--- src/rtl/stopwatch_controller.sv ---
// Stopwatch sequencing controller: button sync/debounce, run/pause/lap/clear FSM, ms tick gating.
// Define STOPWATCH_DEBOUNCE_EN to include the per-button debounce filter.
module stopwatch_controller #(
    parameter int DEBOUNCE_CYCLES = 50000
) (
    input  logic       clock,
    input  logic       reset,
    input  logic       ms_tick,
    input  logic       btn_start_stop_n,
    input  logic       btn_lap_n,
    input  logic       btn_clear_n,
    output logic       ms_enable,
    output logic       counter_clear,
    output logic       lap_hold,
    output logic       running,
    output logic [1:0] state
);

    typedef enum logic [1:0] {
        IDLE  = 2'b00,
        RUN   = 2'b01,
        PAUSE = 2'b10,
        LAP   = 2'b11
    } state_t;

    if (DEBOUNCE_CYCLES < 1) begin : g_bad_debounce
        $error("DEBOUNCE_CYCLES must be at least 1");
    end

    // Bit 0 start/stop, bit 1 lap, bit 2 clear; all levels active-low.
    logic [2:0] raw_level;
    logic [2:0] sync_meta;
    logic [2:0] sync_level;
    logic [2:0] accepted;
    logic [2:0] accepted_d;
    logic [2:0] press;

    assign raw_level = {btn_clear_n, btn_lap_n, btn_start_stop_n};

    always_ff @(posedge clock or posedge reset) begin
        if (reset) begin
            sync_meta  <= 3'b111;
            sync_level <= 3'b111;
        end else begin
            sync_meta  <= raw_level;
            sync_level <= sync_meta;
        end
    end

`ifdef STOPWATCH_DEBOUNCE_EN
    localparam int CW = $clog2(DEBOUNCE_CYCLES + 1);
    localparam logic [CW-1:0] LAST_COUNT = CW'(DEBOUNCE_CYCLES - 1);

    // The level flips on the DEBOUNCE_CYCLES-th consecutive differing cycle.
    for (genvar b = 0; b < 3; b++) begin : g_debounce
        logic [CW-1:0] count;

        always_ff @(posedge clock or posedge reset) begin
            if (reset) begin
                count       <= '0;
                accepted[b] <= 1'b1;
            end else if (sync_level[b] == accepted[b]) begin
                count <= '0;
            end else if (count == LAST_COUNT) begin
                count       <= '0;
                accepted[b] <= sync_level[b];
            end else begin
                count <= count + CW'(1);
            end
        end
    end
`else
    assign accepted = sync_level;
`endif

    always_ff @(posedge clock or posedge reset) begin
        if (reset) begin
            accepted_d <= 3'b111;
        end else begin
            accepted_d <= accepted;
        end
    end

    assign press = accepted_d & ~accepted;

    // Clear outranks start/stop, which outranks lap; losers are dropped.
    logic ev_clear;
    logic ev_start_stop;
    logic ev_lap;

    assign ev_clear      = press[2];
    assign ev_start_stop = press[0] & ~press[2];
    assign ev_lap        = press[1] & ~press[2] & ~press[0];

    state_t state_q;
    state_t state_next;
    logic   clear_next;

    always_ff @(posedge clock or posedge reset) begin
        if (reset) begin
            state_q       <= IDLE;
            counter_clear <= 1'b0;
            ms_enable     <= 1'b0;
        end else begin
            state_q       <= state_next;
            counter_clear <= clear_next;
            ms_enable     <= ms_tick & running;
        end
    end

    always_comb begin
        state_next = state_q;
        clear_next = 1'b0;
        case (state_q)
            IDLE: begin
                if (ev_clear) begin
                    clear_next = 1'b1;
                end else if (ev_start_stop) begin
                    state_next = RUN;
                end
            end
            RUN: begin
                if (ev_start_stop) begin
                    state_next = PAUSE;
                end else if (ev_lap) begin
                    state_next = LAP;
                end
            end
            LAP: begin
                if (ev_start_stop) begin
                    state_next = PAUSE;
                end else if (ev_lap) begin
                    state_next = RUN;
                end
            end
            PAUSE: begin
                if (ev_clear) begin
                    state_next = IDLE;
                    clear_next = 1'b1;
                end else if (ev_start_stop) begin
                    state_next = RUN;
                end
            end
            default: state_next = IDLE;
        endcase
    end

    assign running  = (state_q == RUN) || (state_q == LAP);
    assign lap_hold = (state_q == LAP);
    assign state    = state_q;

endmodule

--- config.mk ---
export PLATFORM = sky130hd
export DESIGN_NAME = stopwatch_controller
export DESIGN_NICKNAME = d
export VERILOG_FILES = /design/src/rtl/stopwatch_controller.sv
export SDC_FILE = /design/constraint.sdc
export NUM_CORES = 1
export LEC_CHECK = 0
export ABC_AREA = 1
export CORE_AREA = 2 2 39 41
export DETAILED_ROUTE_END_ITERATION = 12
export DIE_AREA = 0 0 41 43
export PLACE_DENSITY = 0.62
export SYNTH_ARGS = -nofsm -noshare
export SYNTH_HDL_FRONTEND = slang
export SYNTH_SLANG_ARGS = --single-unit
--- constraint.sdc ---
create_clock -name clock -period 1.2 [get_ports clock]
set_input_delay 0.12 -clock clock [delete_from_list [all_inputs] [get_ports clock]]
set_output_delay 0.12 -clock clock [all_outputs]
set_load 0.03 [all_outputs]
Word-level counts from Yosys, hierarchy flattened
Cells that the tools add are included.
- output and inout port bits: 6
- word-level logic and storage cells: 34
- bits in registers: 13
- reductions and logical operators: 4
- mux-type cells: 10
- eq/ne operators: 6
- bitwise operators: 8
- operator list (cell ; count):
    $mux 2 ; 7
    $pmux 2 s4 ; 1
    $and 1x1->1 ; 4
    $eq 2x2->1 const B ; 2
    $and 3x3->3 ; 1
    $ne 3x1->1 const B ; 1
    $ne 3x3->1 const B ; 1
    $not 3->3 ; 1
    $reduce_and 3->1 ; 1
    $eq 2x1->1 const B ; 1
    $logic_not 2->1 ; 1
    $mux 1 ; 2
    $ne 2x2->1 const B ; 1
    $not 1->1 ; 2
    $reduce_or 2->1 ; 1
    $logic_or 1x1->1 ; 1

Logic depth before layout (Yosys ltp)
- depth in word-level cells: 8
- depth in mapped cells: 6
- mapped depth without buffers: 6

Least setup slack after synthesis
No wires, ideal clock.
- path kind: register to register
- start: register state_q[0], in the netlist state[0]
- end: register state_q[1], in the netlist state[1]
- period minus slack after synthesis: 1222 ps
- path buffers: 0
- setup slack: -22 ps
- required time: 1078 ps
- data arrival time: 1100 ps
- cell stages (with the launch flop): 5
- path through: dfrtp_1 -> nand2_1 -> clkinv_1 -> nand3_1 -> a21oi_1
- word-level cells in the longest chain between the ends: 3
- elaborated cells between the ends (all ways): 9
- those cells by class: 6 x eq/ne; 1 x mux; 2 x reduce/logical
- ends and longest elaborated chain (element ; RTL line ; source):
    start: declaration ; 95 ; state_t state_q;
    start signal: assignment ; 105 ; state_q <= state_next;
    $eq 2x2->1 * ; -- ;
    named net lap_hold ; 14 ; output logic lap_hold,
    $ne 3x1->1 (no line) ; -- ;
    $reduce_and 3->1 (no line) ; -- ;
The timed path passes the listed nets; every way through them passes the cells marked *.
A chain may end at the register's enable or synchronous reset.

Final worst setup path
- start: register state_q[1], in the netlist state[1]
- end: output lap_hold
- word-level cells in the longest chain between the ends: 1
- ends and longest elaborated chain (element ; RTL line ; source):
    $eq 2x2->1 ; 149 ; assign lap_hold = (state_q == LAP);
    end: declaration ; 14 ;
No other way between the ends.

==> run metrics <==
Non-Filler Instances 73; Synthesized Nets 47; final clock skew 1.518 ps; largest net degree at the start of global routing 14; r2r worst-path depth 6; Rel. slew slack 0.6847; Final Hold Viols 0; area grow syn2layout 36.81%; switching portion of total power 0.3694; end point of the critical path lap_hold; final instance area 623.1 um^2; internal power 863.3 uW; first-pass GRT wire length 1193 um; Leakage 0.0003108 uW; Yosys reg bits 13; Worst-Skew Late Latency 270 ps; Clk pwr share 0.188; unrepaired setup endpoints after global routing yes; Comb pwr share 0.392; NetSw 505.7 uW; critical path endpoint category primary output; area leader, netlist dfstp_2; Antenna Nets Post-Route 0; Ant. Diodes 0; Critical Path RT 1080 ps; post-synthesis cell type count 12; Tightest Pin Transition 472.4 ps; # Max-Cap Violations 0; routed vias/inst 4.384; Die Footprint 1763 um^2; number of remaining DRC errors 0; maximum clock path buffer count 2; gr ovfl total 0; Critical Path Source Type flop; CTS tree done; DP Area 583.1 um^2; Critical Path AT 1030 ps; Clock transition at path regs 70 ps; via count of the first global-routing pass 303; period utilization 0.9558; Max H-tree Level 1; TritonCTS Buffers 3; Post-Syn Area 455.4 um^2; top post-synthesis cells by area dfstp_2, dfrtp_1, nand2_1, inv_1, nor2_1; Pwr per Cell Area 2197 nW/um^2; I/O Buffers 11; number of synthesis warnings 0; Initial Utilization 0.3291; status completed; Die X 41 um; Mapped Avg Cell Area 11.11 um^2; Synth top area share 0.5192; crit-path max FO 3; root buffer cell clkbuf_4; num ports 12; GP Congestion 0.6944; final core occ 0.4503; Period minus WS final 1147 ps; FF-to-FF End state[1]; row cnt 14; detailed-router iteration count before antenna repair 3; Final #Nets 64; Fin Setup TNS 0 ps; sink count of the clock tree 13; initial antenna violation count 0; core area 1384 um^2; wirelength, routed 668 um; Slew Limit Fails 0; share of layout cells above drive strength 1 0.3684; worst setup path startpoint state[1]; via count 320; Seq/Total Area, Yosys 0.7390; Reg-to-Reg Start accepted_d[0]; commonest non-fill, non-tap cells in the layout dfstp_2, nand2_1, inv_1, nor2_1, clkdlybuf4s50_1; DIE HEIGHT 43 um; Initial DRC Count 2; wire length per cell 9.151 um; r2r setup slk 80 ps; final setup vio count 0; Synth Instances 41; Seq pwr share 0.420; Tot GR Track Use 0.1045; Worst Setup Path Type flop to primary output; commonest non-fill, non-tap cell in the layout dfstp_2; max frequency 871.9 MHz; Inst Count DP 68; worst hold path class primary input to asynchronous set/reset pin; maximum VDD drop 0.9842 mV
[sequential cells by signal (all words and copies together) (netlist names)]
register and count:
ms_enable 1, accepted 3, counter_clear 1, sync_meta 3
accepted_d 3, state 2
[power groups by stage]
stage               registers (uW)  clock network [uW]  logic [uW]
floorplan                      669                   0         223
finish                         575                 258         536
detailed placement             578                   0         523
global route                   590                 290         587
global placement               574                   0         512
CTS                            574                 268         517
[cell families (layout without fill, tap and decap cells)]
family                    after synthesis  after routing  synth area share
DFF                                    13             13            0.7390
xor gates and xnor gates                1              1           0.01923
and+or+nand+nor                        17             17            0.1539
buffers and inverters                   8             24           0.06591
AOI/OAI and AO/OA                       2              2           0.02196
[cell type report]
type	instances	area [um^2]
Fill cell	137	760.7
Sequential cell	13	337.8
Timing Repair Buffer	13	117.6
Multi-Input combinational cell	20	93.84
Inverter	7	27.53
Clock buffer	4	26.28
Tap cell	16	20.02
[worst min path at each step]
stage	start	to	slack [ps]	cells after the start
final	reset	ms_enable	160	2
after detailed placement	sync_meta[2]	accepted[2]	350	0
after CTS	reset	counter_clear	180	2
after global routing	reset	state[1]	230	2
after floorplan	reset	counter_clear	-9	1
after global placement	sync_meta[1]	accepted[1]	350	0
[critical path: stages (launching register included)]
cell and delay, ps:
dfrtp_1 380, buf_4 140, nand2_2 50, clkinv_2 60, buf_6 130
[synth_stat cells, drive strengths merged]
cell / n
dfstp: 9
nand2: 9
inv: 6
nor2: 5
dfrtp: 4
nand3: 2
a21oi: 1
clkbuf: 1
clkinv: 1
nand3b: 1
o21ai: 1
xor2: 1
[routing by layer]
| metal | vias up | part of all wire | global-route usage |
|---|---|---|---|
| met5 | - | 0 | 0 |
| met4 | 0 | 0.019 | 0.06000 |
| met3 | 2 | 0.088 | 0.04712 |
| met2 | 13 | 0.50 | 0.1500 |
| met1 | 153 | 0.39 | 0.1237 |
| li1 | 152 | - | - |
[what timing repair did]
| action | in CTS | in global routing |
|---|---|---|
| endpoints found under the setup margin | 4 | 2 |
| hold buffers | 0 | 0 |
| resized for setup | 5 | 2 |
| buffers inserted | 0 | 1 |
[through the flow]
step	hold slack [ps]	worst slack (ps)	total power (uW)
after global routing	229.7	-11.28	1468
after global placement	345.2	100.8	1086
after CTS	180.1	17.43	1359
after floorplan	-9.482	93.69	892.4
after detailed placement	347.9	67.62	1101
final	163.4	53.04	1369
No activity file was read; power rests on OpenSTA's default activity.
